===== config.mk =====
export PLATFORM = sky130hd
export DESIGN_NAME = fir_filter_mac_flat
export DESIGN_NICKNAME = d
export VERILOG_FILES = /design/src/rtl/fir_filter_mac_if.sv /design/src/rtl/fir_filter_mac.sv /design/src/flat_wrapper.sv
export SDC_FILE = /design/constraint.sdc
export NUM_CORES = 2
export LEC_CHECK = 0
export BUFFER_PORTS_ARGS = -buffer_cell sky130_fd_sc_hd__clkbuf_2
export CAP_MARGIN = 5
export CORE_MARGIN = 2
export CORE_UTILIZATION = 60
export CTS_CLUSTER_DIAMETER = 100
export DETAILED_ROUTE_END_ITERATION = 16
export PLACE_DENSITY = 0.84
export SYNTH_ARGS = -nofsm -noshare
export SYNTH_HDL_FRONTEND = slang
export SYNTH_SLANG_ARGS = --single-unit

===== constraint.sdc =====
create_clock -name CLK -period 24.1 [get_ports CLK]
set_input_delay 0 -clock CLK [delete_from_list [all_inputs] [get_ports CLK]]
set_output_delay 0 -clock CLK [all_outputs]
set_load 0.02 [all_outputs]

===== src/rtl/fir_filter_mac_if.sv =====
// rtl/fir_filter_mac_if.sv - sample, coefficient and result signals of the FIR MAC core
interface fir_filter_mac_if #(
  parameter int DATA_W = 16,
  parameter int COEF_W = 16,
  parameter int ADDR_W = 4,
  parameter int OUT_W  = 39
);
  logic              WR;
  logic [DATA_W-1:0] IDATA;
  logic              BYPASS;
  logic              COEF_WE;
  logic [ADDR_W-1:0] COEF_ADDR;
  logic [COEF_W-1:0] COEF_DATA;
  logic              CLR_OVR;
  logic [OUT_W-1:0]  ODATA;
  logic              OVALID;
  logic              BUSY;
  logic              OVERRUN;

  modport master (
    output WR, IDATA, BYPASS, COEF_WE, COEF_ADDR, COEF_DATA, CLR_OVR,
    input  ODATA, OVALID, BUSY, OVERRUN
  );

  modport slave (
    input  WR, IDATA, BYPASS, COEF_WE, COEF_ADDR, COEF_DATA, CLR_OVR,
    output ODATA, OVALID, BUSY, OVERRUN
  );
endinterface


===== src/rtl/fir_filter_mac.sv =====
// rtl/fir_filter_mac.sv - signed FIR filter with loadable coefficients and one time-shared MAC
module fir_filter_mac #(
  parameter int DATA_W = 16,
  parameter int COEF_W = 16,
  parameter int TAPS   = 16,
  parameter int ADDR_W = 4,
  parameter int OUT_W  = 39
) (
  input logic              CLK,
  input logic              RESET,
  fir_filter_mac_if.slave  bus
);
  localparam int PROD_W = DATA_W + COEF_W;
  localparam logic [1:0] ST_IDLE = 2'd0;
  localparam logic [1:0] ST_MAC  = 2'd1;
  localparam logic [1:0] ST_DONE = 2'd2;
  localparam logic [ADDR_W-1:0] LAST_IDX = ADDR_W'(TAPS - 1);

  if (TAPS < 2) begin : g_bad_taps
    $error("fir_filter_mac: TAPS must be at least 2");
  end
  if (ADDR_W < $clog2(TAPS)) begin : g_bad_addr
    $error("fir_filter_mac: ADDR_W too narrow for TAPS");
  end
  if (OUT_W < DATA_W + COEF_W + $clog2(TAPS)) begin : g_bad_out
    $error("fir_filter_mac: OUT_W too narrow, accumulator could overflow");
  end

  logic [1:0]               state_q, state_d;
  logic [ADDR_W-1:0]        idx_q, idx_d;
  logic signed [OUT_W-1:0]  acc_q, acc_d;
  logic signed [OUT_W-1:0]  odata_q, odata_d;
  logic                     ovalid_q, ovalid_d;
  logic                     overrun_q, overrun_d;
  logic signed [DATA_W-1:0] x_q [TAPS];
  logic signed [DATA_W-1:0] x_d [TAPS];
  logic signed [COEF_W-1:0] c_q [TAPS];
  logic signed [COEF_W-1:0] c_d [TAPS];
  logic signed [PROD_W-1:0] prod;
  logic                     busy;

  assign busy = (state_q == ST_MAC);
  assign prod = PROD_W'(x_q[idx_q]) * PROD_W'(c_q[idx_q]);

  always_comb begin
    state_d   = state_q;
    idx_d     = idx_q;
    acc_d     = acc_q;
    odata_d   = odata_q;
    ovalid_d  = 1'b0;
    overrun_d = overrun_q;
    x_d       = x_q;
    c_d       = c_q;

    // A dropped event in the same cycle as CLR_OVR keeps the flag set.
    if (busy && (bus.WR || bus.COEF_WE)) begin
      overrun_d = 1'b1;
    end else if (bus.CLR_OVR) begin
      overrun_d = 1'b0;
    end

    if (!busy && bus.COEF_WE && (int'(bus.COEF_ADDR) < TAPS)) begin
      c_d[bus.COEF_ADDR] = $signed(bus.COEF_DATA);
    end

    case (state_q)
      ST_MAC: begin
        acc_d = acc_q + OUT_W'(prod);
        idx_d = idx_q + 1'b1;
        if (idx_q == LAST_IDX) begin
          state_d  = ST_DONE;
          odata_d  = acc_d;
          ovalid_d = 1'b1;
        end
      end
      default: begin
        // DONE behaves like IDLE so back-to-back samples are accepted.
        state_d = ST_IDLE;
        if (bus.WR) begin
          for (int k = TAPS - 1; k > 0; k--) begin
            x_d[k] = x_q[k-1];
          end
          x_d[0] = $signed(bus.IDATA);
          if (bus.BYPASS) begin
            odata_d  = OUT_W'($signed(bus.IDATA));
            ovalid_d = 1'b1;
          end else begin
            acc_d   = '0;
            idx_d   = '0;
            state_d = ST_MAC;
          end
        end
      end
    endcase
  end

  always_ff @(posedge CLK or posedge RESET) begin
    if (RESET) begin
      state_q   <= ST_IDLE;
      idx_q     <= '0;
      acc_q     <= '0;
      odata_q   <= '0;
      ovalid_q  <= 1'b0;
      overrun_q <= 1'b0;
      for (int k = 0; k < TAPS; k++) begin
        x_q[k] <= '0;
        c_q[k] <= '0;
      end
    end else begin
      state_q   <= state_d;
      idx_q     <= idx_d;
      acc_q     <= acc_d;
      odata_q   <= odata_d;
      ovalid_q  <= ovalid_d;
      overrun_q <= overrun_d;
      x_q       <= x_d;
      c_q       <= c_d;
    end
  end

  assign bus.ODATA   = odata_q;
  assign bus.OVALID  = ovalid_q;
  assign bus.BUSY    = busy;
  assign bus.OVERRUN = overrun_q;
endmodule


===== src/flat_wrapper.sv =====
// flat-port wrapper written by rule: the top's interface ports become plain ports
module fir_filter_mac_flat 
#(
  parameter int DATA_W = 16,
  parameter int COEF_W = 16,
  parameter int TAPS   = 16,
  parameter int ADDR_W = 4,
  parameter int OUT_W  = 39
)
  (CLK, RESET, bus_WR, bus_IDATA, bus_BYPASS, bus_COEF_WE, bus_COEF_ADDR, bus_COEF_DATA, bus_CLR_OVR, bus_ODATA, bus_OVALID, bus_BUSY, bus_OVERRUN);
  fir_filter_mac_if #(.DATA_W(DATA_W), .COEF_W(COEF_W), .ADDR_W(ADDR_W), .OUT_W(OUT_W)) bus_i ();
  input logic CLK;
  input logic RESET;
  input wire logic [$bits(bus_i.WR)-1:0] bus_WR;
  input wire logic [$bits(bus_i.IDATA)-1:0] bus_IDATA;
  input wire logic [$bits(bus_i.BYPASS)-1:0] bus_BYPASS;
  input wire logic [$bits(bus_i.COEF_WE)-1:0] bus_COEF_WE;
  input wire logic [$bits(bus_i.COEF_ADDR)-1:0] bus_COEF_ADDR;
  input wire logic [$bits(bus_i.COEF_DATA)-1:0] bus_COEF_DATA;
  input wire logic [$bits(bus_i.CLR_OVR)-1:0] bus_CLR_OVR;
  output wire logic [$bits(bus_i.ODATA)-1:0] bus_ODATA;
  output wire logic [$bits(bus_i.OVALID)-1:0] bus_OVALID;
  output wire logic [$bits(bus_i.BUSY)-1:0] bus_BUSY;
  output wire logic [$bits(bus_i.OVERRUN)-1:0] bus_OVERRUN;
  assign bus_i.WR = bus_WR;
  assign bus_i.IDATA = bus_IDATA;
  assign bus_i.BYPASS = bus_BYPASS;
  assign bus_i.COEF_WE = bus_COEF_WE;
  assign bus_i.COEF_ADDR = bus_COEF_ADDR;
  assign bus_i.COEF_DATA = bus_COEF_DATA;
  assign bus_i.CLR_OVR = bus_CLR_OVR;
  assign bus_ODATA = bus_i.ODATA;
  assign bus_OVALID = bus_i.OVALID;
  assign bus_BUSY = bus_i.BUSY;
  assign bus_OVERRUN = bus_i.OVERRUN;
  fir_filter_mac #(.DATA_W(DATA_W), .COEF_W(COEF_W), .TAPS(TAPS), .ADDR_W(ADDR_W), .OUT_W(OUT_W)) u_core (.CLK(CLK), .RESET(RESET), .bus(bus_i));
endmodule

==> reports/summary.md <==
The flow ran to the end, and the final reports show no timing, DRC or antenna violations. The launch point of the worst reg-to-reg path is u_core.idx_q[0]. The area of the placeable core is 63200 um^2.

The floorplan step set the die width to 257 um. Cell taking the most area after synthesis: sky130_fd_sc_hd__dfrtp_1. Synthesis handed over a netlist of 3579 instances.

The share of the Yosys chip area taken by registers is 39.0%. The largest buffer count on any clock path was 3; the post-route fraction of the period consumed by the critical path was 40.9%. For the worst setup slack for register-to-register paths, the log shows 14.25 ns. The via count of the first global-routing pass is 28326, and the upper clock frequency limit is 0.102 GHz. Entering global routing, the biggest net connects 125 pins. The number of buffers and inverters on the critical path is 8. The cell sitting at the root of the clock tree is a sky130_fd_sc_hd__clkbuf_16.

The tools report the element type at the critical path start as a flip-flop. The tree built by TritonCTS fans out to 598 sinks. Wires add up to 91900 um. The dominant delay contributor by cell family on the critical path is adder cells.

The first global-routing pass estimated 151000 um of wire. For the worst clock skew on the final layout, the log shows 0.0312 ns. The post-route netlist has 18.5% of its cells at a drive strength greater than 1. Among all cell types in the netlist, the one instantiated most often is sky130_fd_sc_hd__nand2_1.

The detailed-placement wirelength estimate was 63200 um. The initialized floorplan defines 92 standard-cell rows. Synthesis instantiated 60 different standard cells from the library. Remaining global-route overflow: 0. The number of H-tree branching levels is 2, and the total via count in the routed design is 26524.

For the final worst hold slack, the log shows 0.0321 ns. TritonCTS built the clock tree. Data on the critical path is required at its endpoint by 24.57 ns.

The final count of pins violating max slew was 0; the critical path arrival was 10.31 ns. The tools report the number of warnings printed during yosys synthesis as 0. Measured against its own limit, the worst slew margin works out to 23.5%.

The tools report the category of the worst setup path capture point as a flip-flop. The count of input and output buffers was 83; the number of antenna violations at the first check in global routing was 2. The run gives 0 as the reported max-cap violation count.

Counting cells, the worst reg-to-reg path comes to 26. The clock transition time at the flip-flop clock pins of the worst setup and hold paths works out to 0.06 ns. Once layout is done, the placed cells without fillers occupy 41700 um^2.

TritonCTS created 57 clock buffers. Capture instance of the worst register-to-register path: u_core.bus.ODATA[37]. The number of synthesized register bits is 598. The accumulated negative setup slack is 0 ns, and the time the final worst path needs with I/O delays and setup is 9.85 ns. At the pin with the least slew margin, the transition time is 1.15 ns. The largest individual stage delay along the critical path comes from the cell sky130_fd_sc_hd__fa_1. The first detailed-routing pass ran for 6 iterations. For this run, the leading register cell type out of synthesis is sky130_fd_sc_hd__dfrtp_1. The routability-driven placement congestion ratio came out at 0.953. The mean area per synthesized cell is 10.7 um^2. Sorting the synthesized cells by area gives the leading types as sky130_fd_sc_hd__dfrtp_1, sky130_fd_sc_hd__fa_1, sky130_fd_sc_hd__nand2_1. At the later pin of the worst-skew pair, clock insertion delay measures 0.65 ns. Setup repair after global routing left no endpoint under its margin. The share of the synthesized area in the top cell type came out at 39.0%.

The count of pins on the block boundary was 84; the post-synthesis to final-layout area growth was 8.83%. Among the stages of the critical path, the cell type that occurs most often is sky130_fd_sc_hd__fa_1. The die covers 66000 um^2. In this run the cell area of the synthesized design comes to 38400 um^2. Counting flops with a built-in enable in the synthesized netlist gives 0.

For the initial DRC count, the log shows 2387. The floorplan die height is 257 um. The worst setup path is of the flip-flop to flip-flop kind.

Dividing the detail-routed wire length by the instance count gives 20.3 um. After detailed placement, the total cell area comes to 39500 um^2. For this run, the post-layout net count is 4111. The via density per instance works out to 5.87. Global routing used 29.0% of the available tracks across all layers. Number of nets produced by synthesis: 4061. In the synthesized netlist, the cells that appear most often are sky130_fd_sc_hd__nand2_1, sky130_fd_sc_hd__dfrtp_1, sky130_fd_sc_hd__inv_1, sky130_fd_sc_hd__fa_1, sky130_fd_sc_hd__mux2_2. The filler cells instantiated in the layout total 4322.

The final number of setup-violating endpoints came out at 0. After detailed routing, the number of remaining DRC violations is 0. The peak per-stage delay on the critical path is 0.91 ns, and the async set-reset flop share out of synthesis is 100%. The run gives 0 as the number of routed nets with antenna violations. The maximum fanout along the worst path is 50.

In this run the worst hold path is classified as primary input to async pin. For this configuration, the core starts out at a cell density of 60.7%. Once the clock tree was built, the setup fixing pass inserted 0 buffers. The final-report hold violation count is 0.
==> layer usage <==
layer  part of all wire, %  GRT usage [%]  vias up
met5                 0.014              0        -
met3                   7.1           5.27      300
met4                   5.0           12.7        2
li1                      -              -    11587
met1                    39           38.2    13543
met2                    49           47.6     1092
==> final cells by class <==
class	count	area, um^2	area share [%]
Clock inverter	23	219	0.525
Inverter	387	1460	3.50
Multi-Input combinational cell	2416	21200	50.8
Clock buffer	77	1640	3.93
Sequential cell	598	15000	35.9
Timing Repair Buffer	169	1160	2.78
Antenna cell	2	5.00	0.0120
Tap cell	846	1060	2.54
==> layout by cell type (no fill, tap or decap), types with 9 or more instances in the layout <==
cell type,Yosys,routed
sky130_fd_sc_hd__and2_1,10,9
sky130_fd_sc_hd__buf_4,8,46
sky130_fd_sc_hd__nand2_1,1002,1001
sky130_fd_sc_hd__nand2b_1,20,19
sky130_fd_sc_hd__nor2_1,213,212
sky130_fd_sc_hd__clkbuf_8,0,14
sky130_fd_sc_hd__o21a_1,13,13
sky130_fd_sc_hd__clkbuf_16,0,57
sky130_fd_sc_hd__inv_1,379,378
sky130_fd_sc_hd__mux4_2,140,140
sky130_fd_sc_hd__dfrtp_1,598,594
sky130_fd_sc_hd__clkinv_2,0,14
sky130_fd_sc_hd__o21ai_0,30,30
sky130_fd_sc_hd__clkbuf_2,0,83
sky130_fd_sc_hd__a31oi_1,21,21
sky130_fd_sc_hd__a211oi_1,12,12
sky130_fd_sc_hd__a21oi_1,41,40
sky130_fd_sc_hd__nand3_1,15,15
sky130_fd_sc_hd__mux2_2,276,276
sky130_fd_sc_hd__o21ai_1,13,13
sky130_fd_sc_hd__xor2_1,12,12
sky130_fd_sc_hd__dlygate4sd3_1,0,40
sky130_fd_sc_hd__a21o_1,15,15
sky130_fd_sc_hd__xnor2_1,19,19
sky130_fd_sc_hd__mux2i_1,27,27
sky130_fd_sc_hd__ha_1,114,114
sky130_fd_sc_hd__fa_1,326,326
sky130_fd_sc_hd__o21ai_2,12,12
==> worst min-delay path, stage by stage <==
cell                            delay (ns)
sky130_fd_sc_hd__dlygate4sd3_1        0.53
sky130_fd_sc_hd__clkbuf_2             0.15
sky130_fd_sc_hd__inv_8                0.52
==> per-stage QoR <==
stage	worst slack (ns)	utilization, %	instances
CTS	14.24	66.0	4516
detailed placement	14.35	62.5	4376
finish	14.25	66.1	4518
floorplan	7.36	-	3579
global placement	14.42	62.5	4376
global route	13.53	66.0	4516
==> registers in the layout, summed over array words and instances (netlist names) <==
name / count
u_core.bus.OVALID: 1
u_core.state_q: 2
u_core.c_q: 256
u_core.x_q: 256
u_core.idx_q: 4
u_core.bus.ODATA: 39
u_core.acc_q: 39
u_core.bus.OVERRUN: 1
==> worst max path at each step <==
| stage | start | endpoint | cells past startpoint |
|---|---|---|---|
| after floorplan | RESET | u_core.acc_q[0] | 1 |
| after global routing | u_core.idx_q[0] | u_core.bus.ODATA[37] | 26 |
| after CTS | u_core.idx_q[0] | u_core.bus.ODATA[37] | 26 |
| after detailed placement | u_core.idx_q[0] | u_core.bus.ODATA[37] | 26 |
| final | u_core.idx_q[0] | u_core.bus.ODATA[37] | 26 |
| after global placement | u_core.idx_q[0] | u_core.bus.ODATA[37] | 26 |
==> cells by family (layout without fill, tap and decap cells) <==
family / after synthesis / in the layout / share of synthesized area (%)
AOI/OAI and AO/OA: 200 / 200 / 3.46
xor gates and xnor gates: 31 / 31 / 0.708
adders and majority gates: 440 / 440 / 20.7
buffers and inverters: 565 / 656 / 5.78
DFF: 598 / 598 / 39.0
muxes: 443 / 443 / 17.0
other: 0 / 2 / 0
and+or+nand+nor: 1302 / 1302 / 13.3
==> what timing repair did <==
action | CTS | global route
endpoints found under the setup margin | 0 | 0
resized for setup | 0 | 0
hold buffers | 40 | 0
hold endpoints to repair | 415 | 0
Power is left out: the tool's default activity adds up to more than one toggle a clock period on the data nets, which glitch-free logic cannot reach.
